===== src/rtl/me_stage_unit_pkg.sv =====
// Shared types and constants for the memory-access (ME) pipeline stage.
// Bus widths, field offsets and load-op encodings used by the stage and its testbench.
package me_stage_unit_pkg;

  localparam int unsigned EX_BUS_W  = 74;
  localparam int unsigned WB_BUS_W  = 70;
  localparam int unsigned FWD_BUS_W = 38;

  // EX->ME bus: {pc, gr_we, dest, alu_result, mem_req, load_op}
  localparam int unsigned EX_PC_LSB      = 42;
  localparam int unsigned EX_GR_WE_BIT   = 41;
  localparam int unsigned EX_DEST_LSB    = 36;
  localparam int unsigned EX_ALU_LSB     = 4;
  localparam int unsigned EX_MEM_REQ_BIT = 3;
  localparam int unsigned EX_LOAD_OP_LSB = 0;

  // ME->WB bus: {pc, gr_we, dest, final_result}
  localparam int unsigned WB_PC_LSB     = 38;
  localparam int unsigned WB_GR_WE_BIT  = 37;
  localparam int unsigned WB_DEST_LSB   = 32;
  localparam int unsigned WB_RESULT_LSB = 0;

  // Forwarding bus: {load_wait, dest, final_result}
  localparam int unsigned FWD_LOAD_WAIT_BIT = 37;
  localparam int unsigned FWD_DEST_LSB      = 32;
  localparam int unsigned FWD_RESULT_LSB    = 0;

  localparam logic [2:0] LOAD_OP_B  = 3'd0;
  localparam logic [2:0] LOAD_OP_H  = 3'd1;
  localparam logic [2:0] LOAD_OP_W  = 3'd2;
  localparam logic [2:0] LOAD_OP_BU = 3'd3;
  localparam logic [2:0] LOAD_OP_HU = 3'd4;

  typedef enum logic [1:0] {
    StEmpty,
    StWait,
    StReady
  } me_state_e;

endpackage


===== src/rtl/me_stage_unit_if.sv =====
// Signal bundle for the ME stage: EX input handshake, data-SRAM response, WB output and forwarding.
// master = the ME stage itself, slave = its surroundings.
interface me_stage_unit_if;
  import me_stage_unit_pkg::*;

  logic                 ME_Allow_in;
  logic                 EX_to_ME_Valid;
  logic [EX_BUS_W-1:0]  EX_to_ME_Bus;
  logic                 data_sram_data_ok;
  logic [31:0]          data_sram_rdata;
  logic                 WB_Allow_in;
  logic                 ME_to_WB_Valid;
  logic [WB_BUS_W-1:0]  ME_to_WB_Bus;
  logic [FWD_BUS_W-1:0] ME_Forward;

  modport master (
    output ME_Allow_in,
    output ME_to_WB_Valid,
    output ME_to_WB_Bus,
    output ME_Forward,
    input  EX_to_ME_Valid,
    input  EX_to_ME_Bus,
    input  data_sram_data_ok,
    input  data_sram_rdata,
    input  WB_Allow_in
  );

  modport slave (
    input  ME_Allow_in,
    input  ME_to_WB_Valid,
    input  ME_to_WB_Bus,
    input  ME_Forward,
    output EX_to_ME_Valid,
    output EX_to_ME_Bus,
    output data_sram_data_ok,
    output data_sram_rdata,
    output WB_Allow_in
  );

endinterface


===== src/rtl/me_load_align.sv =====
// Load-data alignment: picks the addressed byte/half of the returned word and extends it.
module me_load_align
  import me_stage_unit_pkg::*;
(
  input  logic [2:0]  load_op_i,
  input  logic [1:0]  offset_i,
  input  logic [31:0] word_i,
  output logic [31:0] result_o
);

  logic [31:0] shifted;
  logic [7:0]  byte_sel;
  logic [15:0] half_sel;

  // offset_i[0] is ignored for halves: misaligned halves trap in EX
  assign shifted  = word_i >> {offset_i, 3'b000};
  assign byte_sel = shifted[7:0];
  assign half_sel = offset_i[1] ? word_i[31:16] : word_i[15:0];

  always_comb begin
    result_o = word_i;
    case (load_op_i)
      LOAD_OP_B:  result_o = {{24{byte_sel[7]}}, byte_sel};
      LOAD_OP_H:  result_o = {{16{half_sel[15]}}, half_sel};
      LOAD_OP_BU: result_o = {24'h0, byte_sel};
      LOAD_OP_HU: result_o = {16'h0, half_sel};
      default:    result_o = word_i;
    endcase
  end

endmodule


===== src/rtl/me_stage_unit.sv =====
// ME pipeline stage: holds one EX instruction, waits for load data, buffers it under WB
// backpressure, and produces the ME->WB bus and the decoder forwarding/stall bus.
module me_stage_unit
  import me_stage_unit_pkg::*;
(
  input logic             clk,
  input logic             reset,
  me_stage_unit_if.master me_if
);

  logic [EX_BUS_W-1:0] ex_q;
  logic                me_valid_q;
  logic                buf_valid_q;
  logic [31:0]         buf_data_q;

  logic [31:0] ex_pc;
  logic        ex_gr_we;
  logic [4:0]  ex_dest;
  logic [31:0] ex_alu_result;
  logic        ex_mem_req;
  logic [2:0]  ex_load_op;

  me_state_e   state;
  logic        ready_go;
  logic        allow_in;
  logic        accept;
  logic        capture;
  logic        load_wait;
  logic [31:0] load_word;
  logic [31:0] load_data;
  logic [31:0] final_result;

  assign ex_pc         = ex_q[EX_PC_LSB +: 32];
  assign ex_gr_we      = ex_q[EX_GR_WE_BIT];
  assign ex_dest       = ex_q[EX_DEST_LSB +: 5];
  assign ex_alu_result = ex_q[EX_ALU_LSB +: 32];
  assign ex_mem_req    = ex_q[EX_MEM_REQ_BIT];
  assign ex_load_op    = ex_q[EX_LOAD_OP_LSB +: 3];

  // Stage state is a view of the registers plus the live data_ok strobe
  always_comb begin
    state = StReady;
    if (!me_valid_q) begin
      state = StEmpty;
    end else if (ex_mem_req && !buf_valid_q && !me_if.data_sram_data_ok) begin
      state = StWait;
    end
  end

  assign ready_go  = (state != StWait);
  assign allow_in  = (state == StEmpty) || (ready_go && me_if.WB_Allow_in);
  assign accept    = me_if.EX_to_ME_Valid && allow_in;
  assign load_wait = (state == StWait);
  assign capture   = me_if.data_sram_data_ok && me_valid_q && ex_mem_req && !buf_valid_q &&
                     !me_if.WB_Allow_in;

  always_ff @(posedge clk) begin
    if (reset) begin
      me_valid_q  <= 1'b0;
      buf_valid_q <= 1'b0;
    end else begin
      if (allow_in) begin
        me_valid_q <= me_if.EX_to_ME_Valid;
      end
      if (accept) begin
        buf_valid_q <= 1'b0;
      end else if (capture) begin
        buf_valid_q <= 1'b1;
      end
    end
  end

  always_ff @(posedge clk) begin
    if (accept) begin
      ex_q <= me_if.EX_to_ME_Bus;
    end
    if (capture) begin
      buf_data_q <= me_if.data_sram_rdata;
    end
  end

  assign load_word = buf_valid_q ? buf_data_q : me_if.data_sram_rdata;

  me_load_align u_load_align (
    .load_op_i (ex_load_op),
    .offset_i  (ex_alu_result[1:0]),
    .word_i    (load_word),
    .result_o  (load_data)
  );

  assign final_result = ex_mem_req ? load_data : ex_alu_result;

  always_comb begin
    me_if.ME_Allow_in    = allow_in;
    me_if.ME_to_WB_Valid = (state == StReady);
    me_if.ME_to_WB_Bus   = '0;
    me_if.ME_to_WB_Bus[WB_PC_LSB +: 32]     = ex_pc;
    me_if.ME_to_WB_Bus[WB_GR_WE_BIT]        = ex_gr_we;
    me_if.ME_to_WB_Bus[WB_DEST_LSB +: 5]    = ex_dest;
    me_if.ME_to_WB_Bus[WB_RESULT_LSB +: 32] = final_result;
    me_if.ME_Forward     = '0;
    me_if.ME_Forward[FWD_LOAD_WAIT_BIT]     = load_wait;
    me_if.ME_Forward[FWD_DEST_LSB +: 5]     = ex_dest & {5{me_valid_q}};
    me_if.ME_Forward[FWD_RESULT_LSB +: 32]  = final_result;
  end

  // data_ok must belong to the load currently held in the stage
  a_data_ok_has_load: assert property (@(posedge clk) disable iff (reset)
    me_if.data_sram_data_ok |-> (me_valid_q && ex_mem_req));

  a_no_second_data_ok: assert property (@(posedge clk) disable iff (reset)
    me_if.data_sram_data_ok |-> !(me_valid_q && buf_valid_q));

endmodule


===== src/flat_wrapper.sv =====
// flat-port wrapper written by rule: the top's interface ports become plain ports
module me_stage_unit_flat import me_stage_unit_pkg::*;
  (clk, reset, me_if_ME_Allow_in, me_if_ME_to_WB_Valid, me_if_ME_to_WB_Bus, me_if_ME_Forward, me_if_EX_to_ME_Valid, me_if_EX_to_ME_Bus, me_if_data_sram_data_ok, me_if_data_sram_rdata, me_if_WB_Allow_in);
  me_stage_unit_if me_if_i ();
  input logic clk;
  input logic reset;
  output wire logic [$bits(me_if_i.ME_Allow_in)-1:0] me_if_ME_Allow_in;
  output wire logic [$bits(me_if_i.ME_to_WB_Valid)-1:0] me_if_ME_to_WB_Valid;
  output wire logic [$bits(me_if_i.ME_to_WB_Bus)-1:0] me_if_ME_to_WB_Bus;
  output wire logic [$bits(me_if_i.ME_Forward)-1:0] me_if_ME_Forward;
  input wire logic [$bits(me_if_i.EX_to_ME_Valid)-1:0] me_if_EX_to_ME_Valid;
  input wire logic [$bits(me_if_i.EX_to_ME_Bus)-1:0] me_if_EX_to_ME_Bus;
  input wire logic [$bits(me_if_i.data_sram_data_ok)-1:0] me_if_data_sram_data_ok;
  input wire logic [$bits(me_if_i.data_sram_rdata)-1:0] me_if_data_sram_rdata;
  input wire logic [$bits(me_if_i.WB_Allow_in)-1:0] me_if_WB_Allow_in;
  assign me_if_ME_Allow_in = me_if_i.ME_Allow_in;
  assign me_if_ME_to_WB_Valid = me_if_i.ME_to_WB_Valid;
  assign me_if_ME_to_WB_Bus = me_if_i.ME_to_WB_Bus;
  assign me_if_ME_Forward = me_if_i.ME_Forward;
  assign me_if_i.EX_to_ME_Valid = me_if_EX_to_ME_Valid;
  assign me_if_i.EX_to_ME_Bus = me_if_EX_to_ME_Bus;
  assign me_if_i.data_sram_data_ok = me_if_data_sram_data_ok;
  assign me_if_i.data_sram_rdata = me_if_data_sram_rdata;
  assign me_if_i.WB_Allow_in = me_if_WB_Allow_in;
  me_stage_unit u_core (.clk(clk), .reset(reset), .me_if(me_if_i));
endmodule

===== config.mk =====
export PLATFORM = sky130hd
export DESIGN_NAME = me_stage_unit_flat
export DESIGN_NICKNAME = d
export VERILOG_FILES = /design/src/rtl/me_stage_unit_pkg.sv /design/src/rtl/me_stage_unit_if.sv /design/src/rtl/me_load_align.sv /design/src/rtl/me_stage_unit.sv /design/src/flat_wrapper.sv
export SDC_FILE = /design/constraint.sdc
export NUM_CORES = 1
export LEC_CHECK = 0
export ABC_AREA = 1
export BUFFER_PORTS_ARGS = -buffer_cell sky130_fd_sc_hd__buf_2
export CORE_MARGIN = 4
export CORE_UTILIZATION = 50
export CTS_BUF_LIST = sky130_fd_sc_hd__clkbuf_4 sky130_fd_sc_hd__clkbuf_8 sky130_fd_sc_hd__clkbuf_16
export DETAILED_ROUTE_END_ITERATION = 10
export PLACE_DENSITY = 0.81
export SLEW_MARGIN = 0
export SYNTH_ARGS = -nofsm -noshare
export SYNTH_HDL_FRONTEND = slang
export SYNTH_HIERARCHICAL = 1
export SYNTH_SLANG_ARGS = --single-unit

===== constraint.sdc =====
create_clock -name clk -period 5.9 [get_ports clk]
set_clock_uncertainty 0.2 [all_clocks]
set_input_delay 0.295 -clock clk [delete_from_list [all_inputs] [get_ports clk]]
set_output_delay 0.295 -clock clk [all_outputs]
set_load 0.1 [all_outputs]

==> flow_summary_export.csv, run 1 <==
group,metric,value,unit
job,timing.max_cap.violations,0,
yosys,synth.lib_cells_used.distinct,27,
cts,tritoncts.num_buffers,9,
global_route,grt_pass1_wl,27.7,mm
cts,holdBufCountCts,107,
cts,tritoncts_num_sinks,108,
route,routed_wl,18.5,mm
route,dr.first_iter.drc_count,502,
floorplanning,die_extent_in_x,117,µm
worst_setup_path,crit_path_end_kind,"primary output",
final_layout,n_antenna_cell,0,
yosys,synth_top_cell_by_area,"sky130_fd_sc_hd__edfxtp_1",
global_route,number_of_antenna_violations_at_the_first_check_in_global_routing,0,
final_layout,stdcell_count,985,
global_route,remaining_global_route_overflow,0,
worst_setup_path,setup.worst_path.start,"u_core/ex_q[5]$_DFFE_PP_",
hold_path,hold_class,"in2reg",
cts,post-cts-setup-buffer-count,0,
placed_design,io_buf_count,220,
hold_path,holdCritStartpoint,"me_if_WB_Allow_in",
power_and_ir_drop,power_leakage,3.79,nW
route,firstDrtPassIters,5,
timing,worst-slew-pin-transition,948,ps
cts,post_cts_resize_count,0,
cts,cts.htree.levels,3,
worst_setup_path,worst-endpoint-arrival,3240,ps
worst_setup_path,critical_path.startpoint_type,"flip-flop",
yosys,netlist_instances,589,
cts,clk_root_buffer_cell,"sky130_fd_sc_hd__clkbuf_16",
yosys,synth_top_area_share,53.8,%
yosys,number_of_warnings_reported_in_the_yosys_synthesis_log,6,
final_layout,drive_gt1_share,35.6,%
yosys,synth_seq_area_share,54.5,%
worst_setup_path,required,5410,ps
final_layout,fillerInstances,817,
route,vias_per_cell,5.20,
route,drc,0,
floorplanning,core_region_area,11500,µm²
final_layout,finalCoreUtilization,68.6,%
global_route,grt_max_degree,45,
outcome,outcome,"finished clean",
timing,finalSetupViolations,0,
timing,final.min_clock_period,3740,ps
timing,slew_headroom,36.6,%
timing,tns,0,ps
floorplanning,num_rows,39,
yosys,synth-seq-cells,108,
floorplanning,die_h,117,µm
floorplanning,initial_utilization,51.3,%
power_and_ir_drop,highest_ir_drop_seen_on_vdd,0.334,mV
cts,tritoncts,"done",
yosys,synthesis.nets,700,
cts,ctsLongestPathBuffers,2,
route,vias,5122,
worst_setup_path,regToRegStartpoint,"u_core/buf_valid_q$_SDFFE_PP0P_",
timing,grt_setup_unrepaired,"no",
timing,slew_violations,0,
floorplanning,ioPinCount,221,
yosys,synthesis.area_per_instance,10.0,µm²
worst_setup_path,ff2ff_path_depth,6,
timing,layout_worst_path_cycle_share,63.4,%
floorplanning,die_area,13600,µm²
route,count_of_nets_left_with_antenna_violations_after_detail_routing,0,
worst_setup_path,setup_slack_on_the_worst_flop_to_flop_path,2660,ps
worst_setup_path,crit_path_max_fanout,25,
route,detail_route.wl_per_cell,18.8,µm
yosys,synthTopCellsByArea,"sky130_fd_sc_hd__edfxtp_1 54%, sky130_fd_sc_hd__nand2_1 14%, sky130_fd_sc_hd__buf_4 9.1%",
worst_setup_path,setup.worst_path.end,"me_if_ME_to_WB_Bus[29]",
global_route,grt.total_usage,27.4,%
power_and_ir_drop,power_density,310,nW/µm²
placed_design,finalWeightedCongestion,0.839,
power_and_ir_drop,design_power_total,2.45,mW
global_route,grt_pass1_vias,5164,
timing,timing.fmax,0.267,GHz
yosys,synth_area,5910,µm²
worst_setup_path,crit_type,"reg2out",
final_layout,final_nets,948,
placed_design,hpwl_after_detailed_placement,11.9,mm
final_layout,area_growth,33.7,%
worst_setup_path,r2r_end,"u_core/ex_q[13]$_DFFE_PP_",
cts,clk_latency,360,ps
timing,finalHoldViolCount,0,
cts,clk_pin_slew,80,ps
placed_design,place_inst,862,
==> through the flow <==
stage	setup slack, ps	cell area [µm²]	hold slack (ps)
finish	2160	7900	104
global route	1910	7900	86.5
CTS	2150	7900	49.1
detailed placement	2550	6530	273
global placement	2640	6530	272
floorplan	1380	5910	194
==> cell usage after synthesis, drive strengths merged <==
library cell  count
nand2           216
edfxtp          106
buf              91
inv              40
mux2             32
o21ai            31
nor2             26
a21oi            22
nand3            15
a31oi             3
clkbuf            3
dfxtp             2
nand4             1
nor3              1
==> logic make-up after synthesis <==
| group | after synthesis | synth area share (%) |
|---|---|---|
| simple gates | 259 | 17.7 |
| flops | 108 | 54.5 |
| mux | 32 | 7.94 |
| compound gates | 56 | 5.31 |
| buf+inv | 134 | 14.5 |
==> critical path, stage by stage, from the launching register on <==
cell and delay, ps:
sky130_fd_sc_hd__edfxtp_1 880, sky130_fd_sc_hd__inv_2 360, sky130_fd_sc_hd__nand2_1 180, sky130_fd_sc_hd__nand3_2 110
sky130_fd_sc_hd__nand3_4 180, sky130_fd_sc_hd__nand2_2 60, sky130_fd_sc_hd__inv_2 290, sky130_fd_sc_hd__o21ai_0 190
sky130_fd_sc_hd__mux2_2 320, sky130_fd_sc_hd__buf_2 300
==> cell type report <==
type                            instances  area (µm²)  area share (%)
Clock buffer                            9         225            2.85
Timing Repair Buffer                  331        2200            27.9
Clock inverter                          7        77.6           0.981
Inverter                               40         153            1.93
Sequential cell                       108        3220            40.8
Tap cell                              143         179            2.26
Multi-Input combinational cell        347        1840            23.3
==> power breakdown <==
part           leakage (nW)  total [mW]  switching, mW  internal (mW)
registers              1.02       0.907         0.0196          0.887
clock network         0.144       0.610          0.309          0.301
logic                  2.63       0.935          0.739          0.196
==> registers in the layout (all words and copies together) (netlist names) <==
name and flops:
u_core/buf_data_q 32, u_core/me_valid_q 1, u_core/ex_q 74, u_core/buf_valid_q 1
==> cell usage in the layout (no fill, tap or decap), types with 7 or more instances in the layout <==
| master | synthesis | routed |
|---|---|---|
| sky130_fd_sc_hd__o21ai_2 | 8 | 8 |
| sky130_fd_sc_hd__inv_2 | 7 | 7 |
| sky130_fd_sc_hd__mux2_4 | 29 | 29 |
| sky130_fd_sc_hd__a21oi_1 | 22 | 22 |
| sky130_fd_sc_hd__dlygate4sd3_1 | 0 | 107 |
| sky130_fd_sc_hd__nor2_1 | 24 | 23 |
| sky130_fd_sc_hd__buf_2 | 14 | 220 |
| sky130_fd_sc_hd__nand2_1 | 214 | 214 |
| sky130_fd_sc_hd__inv_1 | 32 | 32 |
| sky130_fd_sc_hd__o21ai_0 | 20 | 20 |
| sky130_fd_sc_hd__nand3_1 | 10 | 10 |
| sky130_fd_sc_hd__clkbuf_16 | 0 | 9 |
| sky130_fd_sc_hd__edfxtp_1 | 106 | 106 |
==> how the worst min path moves through the flow <==
stage | to | slack (ps) | cells after the start
after floorplan | u_core/buf_data_q[0]$_DFFE_PP_ | 190 | 0
after global placement | u_core/ex_q[41]$_DFFE_PP_ | 270 | 1
after detailed placement | u_core/ex_q[63]$_DFFE_PP_ | 270 | 1
after CTS | u_core/buf_valid_q$_SDFFE_PP0P_ | 50 | 4
after global routing | u_core/buf_valid_q$_SDFFE_PP0P_ | 90 | 4
final | u_core/buf_valid_q$_SDFFE_PP0P_ | 100 | 4
==> layer usage <==
layer / track usage (%) / wire length (µm) / up-vias
met5: 0 / 0 / -
met4: 8.94 / 468 / 0
met3: 5.70 / 1570 / 37
met2: 48.9 / 9570 / 297
met1: 33.0 / 6930 / 2429
li1: - / - / 2359
Power figures use the tool's default switching activity.
==> run 2: changes to the inputs <==
clock period = 3.6 ns   (was 5.9 ns; I/O delays follow)
==> run 2 against run 1 <==
Register-to-register slack got worse by 1300 ps. Hold slack worse by 45 ps. Clock-buffer cell count rose by 3. Cell count grew 0.51%. Sequential share of layout area shrank 0.26 points. Wire length down 0.31%. Critical endpoint is now me_if_ME_to_WB_Bus[16].
==> flow_summary_export.csv, run 2 (synthesis gave the netlist of run 1 again) <==
group,metric,value,unit
floorplanning,die_extent_in_x,117,µm
cts,clk_root_buffer_cell,"sky130_fd_sc_hd__clkbuf_16",
final_layout,n_antenna_cell,0,
placed_design,pre_cts_ws,759,ps
worst_setup_path,ff2ff_path_depth,3,
final_layout,drive_gt1_share,35.8,%
timing,slew_headroom,50.7,%
final_layout,biggestRegsByFlops,"u_core/ex_q (74), u_core/buf_data_q (32)",
worst_setup_path,slowest_stage,"sky130_fd_sc_hd__dfxtp_1",
placed_design,hpwl_after_detailed_placement,11.9,mm
timing,tns,0,ps
final_layout,finalCoreUtilization,69.1,%
cts,cts.htree.levels,3,
final_layout,largest_reg_flops,74,
timing,grt_setup_unrepaired,"no",
timing,slew_violations,0,
hold_path,hold_class,"in2reg",
route,routed_wl,18.5,mm
global_route,grt_pass1_wl,28.1,mm
cts,clk_pin_slew,70,ps
placed_design,finalWeightedCongestion,0.893,
route,dr.first_iter.drc_count,417,
worst_setup_path,crit_chain,"inv_4 -> nand2_1 -> nand2_1 -> inv_1 -> nand2_1 -> nand2_1 -> nand2_1 -> nand3_4 -> nand2_2 -> inv_2 -> o21ai_0 -> mux2_4 -> buf_2",
global_route,grt_pass1_vias,5273,
timing,layout_worst_path_cycle_share,91.1,%
worst_setup_path,cp_dominant_cell_by_count,"sky130_fd_sc_hd__nand2_1",
worst_setup_path,critical_path.startpoint_type,"flip-flop",
floorplanning,core_region_area,11500,µm²
route,detail_route.wl_per_cell,18.7,µm
worst_setup_path,worst-endpoint-arrival,2900,ps
global_route,remaining_global_route_overflow,0,
worst_setup_path,crit_path_end_kind,"primary output",
cts,ctsLongestPathBuffers,2,
cts,tritoncts.num_buffers,9,
power_and_ir_drop,power_leakage,3.81,nW
timing,timing.fmax,0.305,GHz
final_layout,layout.cells.most_common,"sky130_fd_sc_hd__buf_2",
final_layout,area_growth,34.6,%
final_layout,fillerInstances,793,
power_and_ir_drop,power_density,501,nW/µm²
worst_setup_path,crit_path_max_fanout,35,
placed_design,io_buf_count,220,
job,timing.max_cap.violations,0,
cts,tritoncts,"done",
route,count_of_nets_left_with_antenna_violations_after_detail_routing,0,
global_route,number_of_antenna_violations_at_the_first_check_in_global_routing,0,
floorplanning,initial_utilization,51.3,%
worst_setup_path,crit_type,"reg2out",
route,vias_per_cell,5.11,
timing,finalHoldViolCount,0,
route,drc,0,
cts,post_cts_resize_count,0,
timing,final.min_clock_period,3280,ps
worst_setup_path,regToRegStartpoint,"u_core/ex_q[3]$_DFFE_PP_",
outcome,outcome,"finished clean",
cts,clk_latency,350,ps
power_and_ir_drop,highest_ir_drop_seen_on_vdd,0.485,mV
floorplanning,ioPinCount,221,
worst_setup_path,setup.worst_path.end,"me_if_ME_to_WB_Bus[16]",
route,firstDrtPassIters,6,
global_route,grt_max_degree,76,
worst_setup_path,setup.worst_path.start,"u_core/buf_valid_q$_SDFFE_PP0P_",
timing,finalSetupViolations,0,
worst_setup_path,required,3220,ps
floorplanning,num_rows,39,
timing,worst-slew-pin-transition,736,ps
floorplanning,die_h,117,µm
final_layout,largest-register,"u_core/ex_q",
timing,post-route-worst-setup-slack,321,ps
floorplanning,die_area,13600,µm²
hold_path,holdCritStartpoint,"me_if_data_sram_data_ok",
worst_setup_path,setup_slack_on_the_worst_flop_to_flop_path,1380,ps
worst_setup_path,r2r_end,"u_core/buf_data_q[4]$_DFFE_PP_",
final_layout,final_nets,953,
worst_setup_path,critPathMaxStageDelay,530,ps
global_route,grt.total_usage,27.6,%
final_layout,layout_common_cells,"220 x sky130_fd_sc_hd__buf_2, 214 x sky130_fd_sc_hd__nand2_1, 109 x sky130_fd_sc_hd__dlygate4sd3_1",
route,vias,5060,
cts,tritoncts_num_sinks,108,
[run 2: how the worst min path moves through the flow]
stage,to,slack (ps),depth (start not counted)
after floorplan,u_core/buf_data_q[0]$_DFFE_PP_,80,0
after global placement,u_core/ex_q[66]$_DFFE_PP_,160,1
after detailed placement,u_core/ex_q[61]$_DFFE_PP_,160,1
after CTS,u_core/buf_valid_q$_SDFFE_PP0P_,40,5
after global routing,u_core/buf_valid_q$_SDFFE_PP0P_,70,5
final,u_core/buf_valid_q$_SDFFE_PP0P_,60,5
[run 2: power breakdown]
part | switching [mW] | internal (mW)
sequential | 0.0279 | 1.45
clock | 0.454 | 0.509
combinational | 1.22 | 0.328
total | 1.70 | 2.29
[run 2: repair_timing]
| item | CTS | global route |
|---|---|---|
| hold buffers | 109 | 0 |
| buffers inserted | 0 | 0 |
| endpoints found under the hold margin | 108 | 0 |
[run 2: final cells by class]
type / count / area, µm² / share of cell area (%)
Tap cell: 143 / 179 / 2.25
Timing Repair Buffer: 336 / 2270 / 28.5
Multi-Input combinational cell: 347 / 1840 / 23.2
Clock inverter: 4 / 32.5 / 0.409
Clock buffer: 12 / 254 / 3.19
Inverter: 40 / 153 / 1.92
Sequential cell: 108 / 3220 / 40.5
[run 2: critical path, delay by kind of cell (launching register included)]
family	cells	cell delay [ps]
buf+inv	4	890
compound gates	1	210
flops	1	530
simple gates	7	600
mux	1	310
[run 2: routing by layer]
metal	track usage, %	part of all wire [%]	up-vias
met5	0	0	-
met2	47.1	51	282
met1	33.3	36	2360
met4	10.8	3.6	0
met3	7.51	9.1	51
li1	-	-	2367
[run 2: through the flow]
step	power [mW]	cell area, µm²	hold WS (ps)	cells
after detailed placement	2.94	6580	158	865
after CTS	3.96	7960	43.6	990
after global placement	2.93	6580	157	865
after global routing	4.12	7960	68.3	990
after floorplan	2.79	5910	78.9	589
final	3.99	7960	58.9	990
==> run 3: changes to the inputs <==
ABC_AREA = default   (was 1)
CORE_UTILIZATION = 49   (was 50)
MAX_ROUTING_LAYER = met4   (was default)
PLACE_DENSITY = 0.8   (was 0.81)
==> run 3 against run 2 <==
Global-route usage rose by 2.1 points. Sequential share of layout area fell by 2.1 points. Non-clock buffer count rose by 7. Critical endpoint is now me_if_ME_Forward[3]. Via count fell by 9.5%. Final area rose by 5.6%. Combinational power rose by 6%. Hold slack improved by 52 ps. First-iteration DRC count rose by 14%. Setup slack got worse by 150 ps.
==> flow_summary_export.csv, run 3 <==
group,metric,value,unit
worst_setup_path,critical_path.startpoint_type,"flip-flop",
timing,finalHoldViolCount,0,
worst_setup_path,slowest_stage,"sky130_fd_sc_hd__dfxtp_1",
cts,cts.htree.levels,3,
yosys,synth_area,5680,µm²
final_layout,final_nets,790,
yosys,synth_xor_area_share,0,%
global_route,grt_pass1_wl,28.4,mm
yosys,synth_top_cells_by_count,"106 x sky130_fd_sc_hd__edfxtp_1, 76 x sky130_fd_sc_hd__buf_4, 64 x sky130_fd_sc_hd__mux2_2",
floorplanning,die_h,116,µm
yosys,synth-seq-cells,108,
yosys,synth-compound-area-share,10.2,%
cts,clk_pin_slew,70,ps
yosys,ys.flop_type,"sky130_fd_sc_hd__edfxtp_1",
global_route,number_of_antenna_violations_at_the_first_check_in_global_routing,1,
worst_setup_path,crit_chain,"buf_4 -> mux2_2 -> a31oi_1 -> nor2_1 -> a211oi_1 -> a221oi_1 -> mux2_2 -> buf_12",
placed_design,io_buf_count,220,
worst_setup_path,crit_path_end_kind,"primary output",
yosys,synth_top_cell_by_area,"sky130_fd_sc_hd__edfxtp_1",
route,detailroute.wirelength.met3,1.49,mm
timing,slew_headroom,49.8,%
route,topRoutingLayerUsed,"met4",
yosys,synthesis.area_per_instance,13.5,µm²
floorplanning,num_rows,39,
job,timing.max_cap.violations,0,
yosys,synthesis.nets,532,
cts,tritoncts,"done",
timing,grt_setup_unrepaired,"no",
route,detail_route.wl_per_cell,23.2,µm
yosys,yosys-mux-area-fraction,14.9,%
route,drc,0,
yosys,synth_adder_area_share,0,%
global_route,remaining_global_route_overflow,0,
floorplanning,ioPinCount,221,
final_layout,fillerInstances,681,
timing,final.min_clock_period,3420,ps
worst_setup_path,worst-endpoint-arrival,3040,ps
final_layout,largest-register,"u_core/ex_q",
timing,worst-slew-pin-transition,751,ps
cts,tritoncts.num_buffers,9,
timing,timing.fmax,0.292,GHz
cts,clk_root_buffer_cell,"sky130_fd_sc_hd__clkbuf_16",
final_layout,biggestRegsByFlops,"u_core/ex_q (74), u_core/buf_data_q (32)",
route,dr.first_iter.drc_count,476,
final_layout,layout.cells.most_common,"sky130_fd_sc_hd__buf_2",
cts,tritoncts_num_sinks,108,
placed_design,hpwl_after_detailed_placement,11.6,mm
route,count_of_nets_left_with_antenna_violations_after_detail_routing,0,
yosys,asyncSetResetFlopFracSynth,0,%
cts,post-cts-setup-buffer-count,0,
worst_setup_path,required,3220,ps
timing,tns,0,ps
final_layout,finish.instance_area,8400,µm²
timing,slew_violations,0,
power_and_ir_drop,power_leakage,3.54,nW
yosys,synth_simple_gate_area_share,5.34,%
route,routed_wl,19.2,mm
route,detail_route.wirelength.met1,6.86,mm
timing,layout_worst_path_cycle_share,95.1,%
power_and_ir_drop,power_density,485,nW/µm²
global_route,grt.total_usage,29.7,%
final_layout,largest_reg_flops,74,
route,vias_per_cell,5.53,
yosys,synth_top_area_share,56.1,%
floorplanning,initial_utilization,49.9,%
worst_setup_path,cp_dominant_cell_by_count,"sky130_fd_sc_hd__mux2_2",
floorplanning,die_extent_in_x,116,µm
global_route,grt_max_degree,75,
global_route,grt_pass1_vias,4901,
worst_setup_path,critPathMaxStageDelay,590,ps
worst_setup_path,setup.worst_path.start,"u_core/buf_valid_q$_SDFFE_PP0P_",
placed_design,postPlaceCellArea,7030,µm²
worst_setup_path,crit_path_max_fanout,14,
yosys,synthTopCellsByArea,"sky130_fd_sc_hd__edfxtp_1 56%, sky130_fd_sc_hd__mux2_2 13%, sky130_fd_sc_hd__buf_4 10%",
placed_design,finalWeightedCongestion,0.883,
yosys,synth.lib_cells_used.distinct,37,
hold_path,holdCritStartpoint,"me_if_data_sram_data_ok",
cts,ctsLongestPathBuffers,2,
floorplanning,core_region_area,11400,µm²
worst_setup_path,regToRegStartpoint,"u_core/buf_valid_q$_SDFFE_PP0P_",
yosys,synth_seq_area_share,56.8,%
yosys,synth_top_family_by_area,"multiplexers",
yosys,synth_edf_count,106,
yosys,netlist_instances,421,
final_layout,layout_common_cells,"178 x sky130_fd_sc_hd__buf_2, 109 x sky130_fd_sc_hd__dlygate4sd3_1, 106 x sky130_fd_sc_hd__edfxtp_1",
yosys,number_of_warnings_reported_in_the_yosys_synthesis_log,6,
timing,finalSetupViolations,0,
cts,clk_latency,350,ps
final_layout,drive_gt1_share,47.2,%
route,route.met2.wl,10.0,mm
route,firstDrtPassIters,6,
route,vias,4581,
outcome,outcome,"finished clean",
hold_path,hold_class,"in2reg",
worst_setup_path,crit_type,"reg2out",
floorplanning,die_area,13400,µm²
power_and_ir_drop,highest_ir_drop_seen_on_vdd,0.392,mV
final_layout,area_growth,48.0,%
yosys,synth.most_common_cell,"sky130_fd_sc_hd__edfxtp_1",
run 3: cell types whose count changed in the layout (fill, tap and decap cells not counted), moves of 11 or more:
| cell | delta |
|---|---|
| sky130_fd_sc_hd__a21o_1 | +23 |
| sky130_fd_sc_hd__a21oi_1 | -21 |
| sky130_fd_sc_hd__a31oi_1 | +12 |
| sky130_fd_sc_hd__buf_12 | +41 |
| sky130_fd_sc_hd__buf_2 | -42 |
| sky130_fd_sc_hd__inv_1 | -22 |
| sky130_fd_sc_hd__mux2_2 | +61 |
| sky130_fd_sc_hd__mux2_4 | -29 |
| sky130_fd_sc_hd__nand2_1 | -201 |
| sky130_fd_sc_hd__nand2b_1 | +14 |
| sky130_fd_sc_hd__nor2_1 | -13 |
| sky130_fd_sc_hd__o21ai_0 | -11 |
run 3: timing repair:
action / CTS / global route
gates resized for setup: 0 / 0
hold buffers: 109 / 0
hold endpoints to repair: 108 / 0
run 3: final timing paths:
path / endpoint / slack, ps / depth (start not counted)
worst max-delay path: me_if_ME_Forward[3] / 180 / 8
worst min-delay path: u_core/buf_valid_q$_SDFFE_PP0P_ / 110 / 3
worst max register to register: u_core/ex_q[1]$_DFFE_PP_ / 1260 / 5
worst min register to register: u_core/buf_valid_q$_SDFFE_PP0P_ / 440 / 2
run 3: metal layers:
| layer | track usage [%] | vias to the layer above |
|---|---|---|
| li1 | - | 2017 |
| met1 | 34.7 | 2182 |
| met2 | 50.6 | 317 |
| met3 | 6.27 | 65 |
| met4 | 11.4 | 0 |
| met5 | - | - |
run 3: per-stage QoR:
step	utilization, %	cells	power, mW	setup slack, ps	hold WS, ps
final	73.9	828	4.07	175	111
after global routing	73.9	828	4.18	91.8	129
after CTS	73.9	827	4.04	243	93.1
after detailed placement	61.9	702	3.02	657	158
after global placement	61.9	702	3.00	717	156
after floorplan	-	421	2.66	325	44.6
run 3: power breakdown:
group	switching (mW)	internal (mW)	leakage (nW)
sequential	0.0277	1.45	1.02
combinational	1.16	0.485	2.38
clock	0.465	0.488	0.135
run 3: cell families (layout without fill, tap and decap cells):
logic type      count (synthesis)  count (layout)
compound gates                 79              79
buf+inv                       106             369
flops                         108             108
mux                            75              75
other cells                     0               1
simple gates                   53              53
run 3: final cells by class:
type / instances / area, µm² / area share, %
Tap cell: 143 / 179 / 2.13
Multi-Input combinational cell: 207 / 1740 / 20.8
Clock inverter: 5 / 33.8 / 0.402
Timing Repair Buffer: 343 / 2940 / 35.0
Inverter: 10 / 37.5 / 0.447
Sequential cell: 108 / 3220 / 38.4
Antenna cell: 1 / 2.50 / 0.0298
Clock buffer: 11 / 240 / 2.86
run 3: critical path: cells and delay by family, from the launching register on:
family                 cells  cell delay, ps
buffers and inverters      2             490
DFF                        1             590
and+or+nand+nor            1              60
AOI/OAI and AO/OA          3             760
muxes                      2             790
